## config.mk

```make
export PLATFORM = sky130hd
export DESIGN_NAME = apb_ucpd_tick_gen
export DESIGN_NICKNAME = d
export VERILOG_FILES = /design/src/rtl/apb_ucpd_pkg.sv /design/src/rtl/apb_ucpd_tick_div.sv /design/src/rtl/apb_ucpd_tick_gen.sv
export SDC_FILE = /design/constraint.sdc
export NUM_CORES = 1
export LEC_CHECK = 0
export CAP_MARGIN = 20
export CORE_MARGIN = 3
export CORE_UTILIZATION = 56
export CTS_CLUSTER_SIZE = 24
export DETAILED_ROUTE_END_ITERATION = 12
export PLACE_DENSITY = 0.8
export SLEW_MARGIN = 20
export SYNTH_ARGS = -nofsm -noshare
export SYNTH_HDL_FRONTEND = slang
export SYNTH_SLANG_ARGS = --single-unit
export TNS_END_PERCENT = 5
```

## constraint.sdc

```tcl
create_clock -name ic_clk -period 3.45 [get_ports ic_clk]
set_input_delay 0.345 -clock ic_clk [delete_from_list [all_inputs] [get_ports ic_clk]]
set_output_delay 0.345 -clock ic_clk [all_outputs]
set_load 0.1 [all_outputs]
```

## src/rtl/apb_ucpd_pkg.sv

```systemverilog
// Shared widths and helpers for the UCPD tick generator.
// Counter widths derive from these localparams; the prescaler spans 2^0 .. 2^(2^PSC_W-1).
package apb_ucpd_pkg;

  localparam int PSC_W     = 3;
  localparam int HDIV_W    = 6;
  localparam int TW_W      = 5;
  localparam int IFG_W     = 5;
  localparam int PSC_CNT_W = (1 << PSC_W) - 1;

  // Terminal count of the prescaler for a given exponent: 2^psc - 1.
  function automatic logic [PSC_CNT_W-1:0] psc_terminal(input logic [PSC_W-1:0] psc);
    logic [PSC_CNT_W:0] one_ext;
    one_ext = (PSC_CNT_W + 1)'(1);
    return PSC_CNT_W'((one_ext << psc) - one_ext);
  endfunction

endpackage

```

## src/rtl/apb_ucpd_tick_div.sv

```systemverilog
// Enable-driven modulo-(div+1) counter with sync clear and sync load.
// Priority is clear, then load, then increment; clear or load suppresses the tick.
module apb_ucpd_tick_div #(
  parameter int W = 6
) (
  input  logic         clk_i,
  input  logic         rst_ni,
  input  logic         en_i,
  input  logic         clr_i,
  input  logic         load_i,
  input  logic [W-1:0] load_val_i,
  input  logic [W-1:0] div_i,
  output logic         tick_o
);

  logic [W-1:0] cnt_q, cnt_d;
  logic         at_term;

  assign at_term = (cnt_q == div_i);
  assign tick_o  = en_i & at_term & ~clr_i & ~load_i;

  always_comb begin
    cnt_d = cnt_q;
    if (clr_i) begin
      cnt_d = '0;
    end else if (load_i) begin
      cnt_d = load_val_i;
    end else if (en_i) begin
      cnt_d = at_term ? '0 : cnt_q + W'(1);
    end
  end

  always_ff @(posedge clk_i or negedge rst_ni) begin
    if (!rst_ni) begin
      cnt_q <= '0;
    end else begin
      cnt_q <= cnt_d;
    end
  end

endmodule

```

## src/rtl/apb_ucpd_tick_gen.sv

```systemverilog
// Single-clock UCPD timing: every derived clock is a one-cycle enable strobe in ic_clk.
// Strobes are registered, so each appears the cycle after its count condition holds.
module apb_ucpd_tick_gen
  import apb_ucpd_pkg::*;
(
  input  logic              ic_clk,
  input  logic              ic_rst_n,
  input  logic [PSC_W-1:0]  psc_usbpdclk,
  input  logic [HDIV_W-1:0] hbitclkdiv,
  input  logic [TW_W-1:0]   transwin,
  input  logic [IFG_W-1:0]  ifrgap,
  input  logic              transmit_en,
  input  logic              bmc_en,
  input  logic              wait_en,
  input  logic              tx_eop_cmplt,
  input  logic              tx_sop_rst_cmplt,
  input  logic              rx_resync,
  output logic              ucpd_tick,
  output logic              tx_hbit_tick,
  output logic              tx_bit_tick,
  output logic              rx_hbit_tick,
  output logic              bypass_prescaler,
  output logic              transwin_en,
  output logic              ifrgap_en
);

  localparam int TWC_W = TW_W + 1;

  logic [PSC_W-1:0]     psc_sh_q;
  logic [HDIV_W-1:0]    hdiv_sh_q;
  logic                 ten_q;
  logic [PSC_CNT_W-1:0] psc_cnt_q, psc_cnt_d;
  logic                 bit_phase_q, bit_phase_d;
  logic [TWC_W-1:0]     tw_cnt_q, tw_cnt_d;
  logic [IFG_W-1:0]     ifg_cnt_q, ifg_cnt_d;

  logic ucpd_q, tx_hbit_q, tx_bit_q, rx_hbit_q, transwin_q, ifrgap_q;

  logic tx_rise, tx_edge, bypass, psc_wrap;
  logic ucpd_hit, tx_hit, rx_hit, tx_bit_hit;
  logic tw_run, tw_match, tw_hit;
  logic ifg_clr, ifg_run, ifg_match, ifg_hit;

  assign tx_rise  = transmit_en & ~ten_q;
  assign tx_edge  = transmit_en ^ ten_q;
  assign bypass   = (psc_sh_q == '0);
  assign psc_wrap = (psc_cnt_q == psc_terminal(psc_sh_q));

  // A TX restart discards a pending prescaler wrap so the first half-bit is full length.
  assign ucpd_hit = bypass | (psc_wrap & ~tx_rise);

  always_comb begin
    psc_cnt_d = psc_cnt_q + PSC_CNT_W'(1);
    if (tx_rise || psc_wrap) begin
      psc_cnt_d = '0;
    end
  end

  apb_ucpd_tick_div #(.W(HDIV_W)) u_tx_div (
    .clk_i      (ic_clk),
    .rst_ni     (ic_rst_n),
    .en_i       (ucpd_hit),
    .clr_i      (tx_rise),
    .load_i     (1'b0),
    .load_val_i ('0),
    .div_i      (hdiv_sh_q),
    .tick_o     (tx_hit)
  );

  // RX resync centres the next tick in the middle of a half-bit.
  apb_ucpd_tick_div #(.W(HDIV_W)) u_rx_div (
    .clk_i      (ic_clk),
    .rst_ni     (ic_rst_n),
    .en_i       (ucpd_hit),
    .clr_i      (1'b0),
    .load_i     (rx_resync),
    .load_val_i (hdiv_sh_q >> 1),
    .div_i      (hdiv_sh_q),
    .tick_o     (rx_hit)
  );

  assign tx_bit_hit = tx_hit & bit_phase_q;

  always_comb begin
    bit_phase_d = bit_phase_q;
    if (tx_rise) begin
      bit_phase_d = 1'b0;
    end else if (tx_hit) begin
      bit_phase_d = ~bit_phase_q;
    end
  end

  assign tw_run   = tx_hit & ~bmc_en & ~wait_en;
  assign tw_match = (tw_cnt_q == {1'b0, transwin});
  assign tw_hit   = tw_run & tw_match & ~tx_edge;

  always_comb begin
    tw_cnt_d = tw_cnt_q;
    if (tx_edge) begin
      tw_cnt_d = '0;
    end else if (tw_run) begin
      tw_cnt_d = tw_match ? '0 : tw_cnt_q + TWC_W'(1);
    end
  end

  assign ifg_clr   = tx_eop_cmplt | tx_sop_rst_cmplt;
  assign ifg_run   = wait_en & ucpd_hit;
  assign ifg_match = (ifg_cnt_q == ifrgap);
  assign ifg_hit   = ifg_run & ifg_match & ~ifg_clr;

  always_comb begin
    ifg_cnt_d = ifg_cnt_q;
    if (ifg_clr) begin
      ifg_cnt_d = '0;
    end else if (ifg_run) begin
      ifg_cnt_d = ifg_match ? '0 : ifg_cnt_q + IFG_W'(1);
    end
  end

  always_ff @(posedge ic_clk or negedge ic_rst_n) begin
    if (!ic_rst_n) begin
      psc_sh_q    <= '0;
      hdiv_sh_q   <= '0;
      ten_q       <= 1'b0;
      psc_cnt_q   <= '0;
      bit_phase_q <= 1'b0;
      tw_cnt_q    <= '0;
      ifg_cnt_q   <= '0;
      ucpd_q      <= 1'b0;
      tx_hbit_q   <= 1'b0;
      tx_bit_q    <= 1'b0;
      rx_hbit_q   <= 1'b0;
      transwin_q  <= 1'b0;
      ifrgap_q    <= 1'b0;
    end else begin
      // Divider configuration is frozen for the whole of a transmission.
      if (!transmit_en) begin
        psc_sh_q  <= psc_usbpdclk;
        hdiv_sh_q <= hbitclkdiv;
      end
      ten_q       <= transmit_en;
      psc_cnt_q   <= psc_cnt_d;
      bit_phase_q <= bit_phase_d;
      tw_cnt_q    <= tw_cnt_d;
      ifg_cnt_q   <= ifg_cnt_d;
      ucpd_q      <= ucpd_hit;
      tx_hbit_q   <= tx_hit;
      tx_bit_q    <= tx_bit_hit;
      rx_hbit_q   <= rx_hit;
      transwin_q  <= tw_hit;
      ifrgap_q    <= ifg_hit;
    end
  end

  assign ucpd_tick        = ucpd_q;
  assign tx_hbit_tick     = tx_hbit_q;
  assign tx_bit_tick      = tx_bit_q;
  assign rx_hbit_tick     = rx_hbit_q;
  assign bypass_prescaler = bypass;
  assign transwin_en      = transwin_q;
  assign ifrgap_en        = ifrgap_q;

endmodule
```

==> results of run 1 <==
==> power by group through the flow <==
stage / registers (W) / logic, W / clock network, W
4_1_cts: 0.000722 / 0.000401 / 0.000480
2_1_floorplan: 0.000712 / 0.000300 / 0
3_3_place_gp: 0.000732 / 0.000385 / 0
6_report: 0.000722 / 0.000398 / 0.000470
3_5_place_dp: 0.000733 / 0.000399 / 0
5_1_grt: 0.000736 / 0.000443 / 0.000501
==> critical path, stage by stage, from the launching register on <==
cell and delay [ns]:
dfrtp_1 0.50, nor2_1 0.24, nand2_1 0.18, ha_1 0.31, xnor2_1 0.16, nor4_1 0.40
o221ai_2 0.25, o31ai_4 0.57, o21ai_0 0.17, a32o_1 0.24
==> cell type report <==
class | count | area share [%]
clock buffer | 6 | 2.193
clock inverter | 2 | 1.815
inverter | 17 | 1.928
multi-input combinational | 215 | 45.48
sequential | 47 | 35.54
tap | 67 | 2.533
timing repair buffer | 36 | 10.51
==> final timing paths <==
check                                              from                       endpoint  cells past startpoint
worst max-delay path            psc_sh_q[2]$_DFFE_PN0N_  u_rx_div.cnt_q[5]$_DFFE_PN0P_                      9
worst min-delay path                           ic_rst_n        tw_cnt_q[5]$_DFFE_PN0P_                      1
worst max register to register  psc_sh_q[2]$_DFFE_PN0N_  u_rx_div.cnt_q[5]$_DFFE_PN0P_                      9
worst min register to register  bit_phase_q$_DFFE_PN0P_        bit_phase_q$_DFFE_PN0P_                      1
max in group asynchronous                      ic_rst_n       hdiv_sh_q[3]$_DFFE_PN0N_                      1
min in group ic_clk             bit_phase_q$_DFFE_PN0P_        bit_phase_q$_DFFE_PN0P_                      1
==> Yosys cell counts, types with 5 or more instances <==
master,count,share of area (%)
nor3b_1,5,1.3
mux2_2,10,4.0
inv_1,17,2.3
dfrtp_1,47,42
xor2_1,9,2.8
mux2i_1,6,2.1
clkbuf_1,6,0.81
ha_1,7,3.1
a21oi_1,5,0.90
nand4_1,8,1.8
and3_1,11,2.5
nand3_1,14,2.5
nand2_1,23,3.1
nor3_1,5,0.90
xnor2_1,26,8.2
nor2_1,25,3.4
o21ai_0,8,1.4
nor2b_1,5,1.1
==> registers in the layout (all words and copies together), names as in the netlist, 3 cells and up <==
signal          cells
tw_cnt_q            6
ifg_cnt_q           5
u_tx_div.cnt_q      6
u_rx_div.cnt_q      6
psc_cnt_q           7
psc_sh_q            3
hdiv_sh_q           6
==> stage by stage <==
stage,cell area [sq um],power (W)
after floorplan,2794,0.001012
after global placement,3174,0.001117
after detailed placement,3174,0.001132
after CTS,3307,0.001603
after global routing,3309,0.001679
final,3309,0.001591
==> kinds of logic after synthesis <==
kind of cell	after synthesis	synth area share, %
simple gates	106	19.39
compound gates	51	14.20
flops	47	42.10
xor+xnor	35	10.97
buf+inv	27	4.030
mux	16	6.180
fa+ha+maj	7	3.135
==> per-layer routing <==
layer,wire length [um],GRT usage [%],share of wire [%],vias to the layer above
li1,-,-,-,1099
met4,150,8.514,2.7,0
met5,0,0,0,-
met3,203,3.191,3.7,17
met2,2627,32.78,48,61
met1,2534,26.47,46,1087
==> results summary, run 1 <==
The share of cells above drive strength 1 is 9.598%. The number of hold buffers added after CTS was 0. The first global-routing pass estimated 9722 um of wire. The synthesized netlist occupies a cell area of 2794 sq um.

The initial utilization of the core area, before any placement, comes to 58.38%. The design internal power is 0.001103 W. The overall routing resource usage is 20.06%.

The number of setup buffers added after CTS came out at 0. The actual slew at the worst max-slew pin came out at 0.9722 ns. The post-synthesis to final-layout area growth came out at 18.45%. The remaining routing DRC violations came out at 0. The data arrival time of the worst path came out at 3.32 ns. Once detailed placement completed, the half-perimeter wirelength came to 4131 um.

The max-slew headroom at the worst pin came out at 34.99%. The clock transition time at the flip-flop clock pins of the worst setup and hold paths is 0.08 ns. The aggregate negative setup slack came out at 0 ns. The via count of the first global-routing pass is 2184. The count of maximum capacitance violations came out at 0.

The number of gates resized after CTS is 0. The maximum ir drop on the vdd rail is 281.1 uV. The worst setup path is of the reg2reg kind.

The mean instance size in the synthesized netlist is 9.668 sq um. The clock power share is 29.6%. After detailed routing, the average wire length per cell comes to 14.14 um. The latest clock arrival within the worst-skew pair is 0.30 ns. The static leakage power is 1.379 nW. The routability congestion estimate came out at 0.8269. The total area of sequential cells came out at 1176 sq um. Hold is met by 0.04640 ns.

34 I/O pins were placed. Detailed routing inserted a total of 2264 vias. The clock tree skew after final layout came out at 0.006873 ns. Summed over all nets, the switching power comes to 0.0004883 W. The endpoint type of the worst setup path is a flop. The overflow left after global routing is 0. In the routed layout, each cell is associated on average with a via count of 5.805.

The fraction of power consumed by combinational cells is 25.0%. The fraction of power spent switching nets is 30.69%. CTS placed an instance of clkbuf_8 at the clock tree root.

The y dimension of the die is 76.64 um. The area of the multi-input gates came out at 1505 sq um. STA classifies the critical path startpoint as a flop. Of all flip-flops after synthesis, the portion carrying an async set or reset was 100.0%. The minimum clock period came out at 3.139 ns. Counting flops with a built-in enable in the synthesized netlist gives 0. The number of warnings reported in the yosys synthesis log came out at 0.

The flow ran to the end, and the final reports show no timing, DRC or antenna violations. The number of antenna violations at the first check in global routing came out at 0. The routed design has 5515 um of wire.

The post-route fraction of the period consumed by the critical path is 90.97%. Entering global routing, the biggest net connects 48 pins. The upper clock frequency limit came out at 318.6 MHz. The first-pass iteration count of the detailed router is 4. In this run, distinct cell masters in the synthesized netlist total 52. The proportion of synthesized chip area in sequential cells came out at 42.10%.

The required time at the endpoint of the critical path came out at 3.63 ns. The pre-CTS worst setup slack came out at 0.3663 ns. The number of setup violations in the final report came out at 0. The post-placement cell count is 382. The number of buffers added by the clock tree synthesis step came out at 5. The sequential share of power is 45.4%.

The cell area power density came out at 480.7 nW/um^2. The synthesized flop and latch total came out at 47. The die footprint came out at 5873 sq um. The sink count of the clock tree came out at 47. The number of buffers inserted by port buffering came out at 33.

The number of DRC violations after detailed-routing iteration 0 is 126. 0 antenna diodes ended up in the layout. The die outline width came out at 76.64 um. Along the worst path, the maximum fanout reaches 13. The type of the most critical hold path is in2async. The core area came out at 4786 sq um. The count of filler cells inserted in the layout came out at 366. The final-report hold violation count was 0. Cells fill 69.15% of the core in the end. The top cell types in the final layout, fill and taps aside, are dfrtp_1 (47), clkdlybuf4s50_1 (31), xnor2_1 (26).

The H-tree level count came out at 2. After technology mapping, the gate count stands at 289. After layout, the worst setup slack is 0.3115 ns. The maximum buffer depth of the clock tree came out at 2. The residual antenna-violating net count after detailed routing is 0. After floorplanning, the core was divided into 25 placement rows. The net count of the mapped netlist came out at 323.

The final number of max-transition violations came out at 0. TritonCTS built the clock tree. Leaving out fill and tap cells, the most frequent cell in the layout is dfrtp_1. In the synthesized netlist the dominant register cell turns out to be dfrtp_1. The setup slack on the worst flop-to-flop path came out at 0.31 ns.

The non-filler instance count after layout came out at 390. Setup repair after global routing left no endpoint under its margin. The net count reported at finish is 356.
(Power assumes the default switching activity.)
==> run 2, diff against run 1 <==
Settings changed: PLACE_DENSITY 0.8 to 0.83.
==> results summary, run 2 (synthesized netlist as in run 1, its figures left out) <==
The final-report hold violation count is 0 (unchanged). The aggregate negative setup slack came out at 0 ns (unchanged). The starting density of the core came out at 58.38% (unchanged). The via count of the routed design was 2232 (-1.4%). The residual antenna-violating net count after detailed routing is 0 (unchanged). The largest driver fanout on the critical path was 13 (unchanged). The pre-CTS worst setup slack came out at 0.3218 ns (-0.04455 ns). The cell family contributing the most delay on the critical path is simple AND/OR/NAND/NOR gates. The power consumption was 0.001483 W (-6.8%). The total wire length came out at 5719 um (+3.7%). The y dimension of the die is 76.64 um (unchanged). The max-slew headroom at the worst pin came out at 34.81% (-0.18 points).

The flow ran to the end, and the final reports show no timing, DRC or antenna violations. The upper clock frequency limit is 327.8 MHz (+2.9%). The area growth from synthesis to layout is 17.60%. The net count reported at finish was 356 (unchanged). In this run the clock root is driven by a clkbuf_8. The overflow left after global routing is 0 (unchanged). The H-tree level count is 2 (unchanged). The share of cells above drive strength 1 is 9.907% (+0.31 points). The minimum clock period is 3.051 ns (-0.08772 ns).

The routed length per instance came out at 14.66 um (+3.7%). The signal on the critical path passes through nor2_1 > nand2_1 > ha_1 > xnor2_1 > nor4_1 > o221ai_2 > o21ai_1 > and3_1 > mux2i_1. The first-pass GRT wire length is 10050 um (+3.4%).

The global-route track usage on met2 came to 34.97% (+2.2 points). The number of buffers inserted by port buffering came out at 33 (unchanged). The slowest library cell on the worst path is dfrtp_1. The number of setup violations in the final report came to 0 (unchanged). The number of buffers inserted by hold repair at cts was 0 (unchanged). The routability congestion estimate was 0.8253 (-0.19%). The via density per instance is 5.723 (-1.4%). The number of placement rows came out at 25 (unchanged). The number of buffers added by the clock tree synthesis step came out at 5 (unchanged). The slack of the critical path is 0.3992 ns (+0.08772 ns). The half-perimeter wire length of the detailed placement result came to 4166 um (+0.85%). The most frequent standard cell in the layout excluding fill and tap cells is dfrtp_1.

The count of maximum capacitance violations came out at 0 (unchanged). The number of DRC violations after detailed-routing iteration 0 came out at 188 (+49%). The placed instance area came out at 3167 sq um (-0.24%).

The biggest cell delay along the critical path is 0.51 ns (-0.06 ns). The die footprint is 5873 sq um (unchanged). The clock tree skew after final layout is 0.01130 ns (+0.004430 ns). The global-route track usage on met1 came out at 27.20% (+0.72 points). The worst setup path is captured at a flop. The total I/O pin count came out at 34 (unchanged). The data arrival time of the worst path is 3.28 ns (-0.04 ns). The number of setup buffers added after CTS was 0 (unchanged). The latest clock arrival within the worst-skew pair was 0.31 ns (about the same). The sink count of the clock tree came to 47 (unchanged).

The TritonCTS clock tree is done. The required time at the endpoint of the critical path is 3.68 ns (+0.05 ns). The remaining routing DRC violations came out at 0 (unchanged). The cell area power density came to 451.2 nW/um^2 (-6.1%). The post-route fraction of the period consumed by the critical path came out at 88.43% (-2.5 points). The overall routing resource usage came to 21.19% (+1.1 points). The maximum buffer depth of the clock tree is 2 (unchanged). The layer with the highest usage is met2.

The static leakage power came out at 1.364 nW (-1.1%). The register with the most flip-flops is psc_cnt_q. The number of antenna violations at the first check in global routing was 0 (unchanged).

STA classifies the critical path startpoint as a flop. The actual slew at the worst max-slew pin is 0.9748 ns (+0.002664 ns). The first-pass iteration count of the detailed router is 4 (unchanged).

The core area came out at 4786 sq um (unchanged). The via count of the first global-routing pass is 2210 (+1.2%). The number of gates resized after CTS came out at 0 (unchanged).

The worst hold slack after final layout is 0.02878 ns (-0.01762 ns). In the layout the commonest cells are dfrtp_1 (47), clkdlybuf4s50_1 (31), xnor2_1 (26). The pin count of the biggest net entering global routing is 48 (unchanged). The final number of max-transition violations is 0 (unchanged). The clock transition time at the flip-flop clock pins of the worst setup and hold paths came out at 0.08 ns (about the same). The maximum ir drop on the vdd rail came out at 310.2 uV (+10%). The die outline width came out at 76.64 um (unchanged).

The path type of the worst setup path is reg2reg. The met3 usage was 4.019% (+0.83 points). The post-route cell area is 3286 sq um (-0.72%). The path class of the tightest hold or removal check is in2async. The number of flip-flops under the largest register name is 7 (unchanged). The number of antenna diodes came to 0 (unchanged). The buffers plus inverters on the worst setup path is 0 (unchanged).
## run 2: metal layers
layer,vias to the layer above,routed length [um]
met2,56,2783
li1,1102,-
met5,-,0
met1,1068,2608
met3,6,258
met4,0,68
## run 2: final cells by class
type                            instances  area, sq um
Inverter                               17        63.81
Timing Repair Buffer                   36        360.3
Tap cell                               67        83.83
Fill cell                             374         1500
Clock inverter                          3        27.53
Multi-Input combinational cell        215         1505
Clock buffer                            5        68.82
Sequential cell                        47         1176
## run 2: worst register-to-register path: cells and delay by family, from the launching register on
kind,cells,cell delay [ns]
compound gates,2,0.59
fa+ha+maj,1,0.31
mux,1,0.23
flops,1,0.51
simple gates,4,1.17
xor+xnor,1,0.17
## run 2: worst paths after layout
kind / start / to / slack, ns / cells after the start
worst max-delay path: psc_sh_q[2]$_DFFE_PN0N_ / tw_cnt_q[4]$_DFFE_PN0P_ / 0.40 / 9
worst min-delay path: ic_rst_n / tw_cnt_q[5]$_DFFE_PN0P_ / 0.03 / 1
worst max register to register: psc_sh_q[2]$_DFFE_PN0N_ / tw_cnt_q[4]$_DFFE_PN0P_ / 0.40 / 9
worst min register to register: bit_phase_q$_DFFE_PN0P_ / bit_phase_q$_DFFE_PN0P_ / 0.48 / 1
max in group asynchronous: ic_rst_n / psc_sh_q[2]$_DFFE_PN0N_ / 3.01 / 1
min in group ic_clk: bit_phase_q$_DFFE_PN0P_ / bit_phase_q$_DFFE_PN0P_ / 0.48 / 1
## run 2: report_power, final
group          internal (W)  total [W]  switching (W)  leakage (nW)
clock              0.000150   0.000353       0.000203        0.0467
sequential         0.000620   0.000726       0.000106         0.609
combinational      0.000197   0.000403       0.000206         0.709
## run 2: through the flow
stage	util, %	std cells
after floorplan	-	289
after global placement	66.17	381
after detailed placement	66.17	381
after CTS	68.18	389
after global routing	68.65	390
final	68.65	390
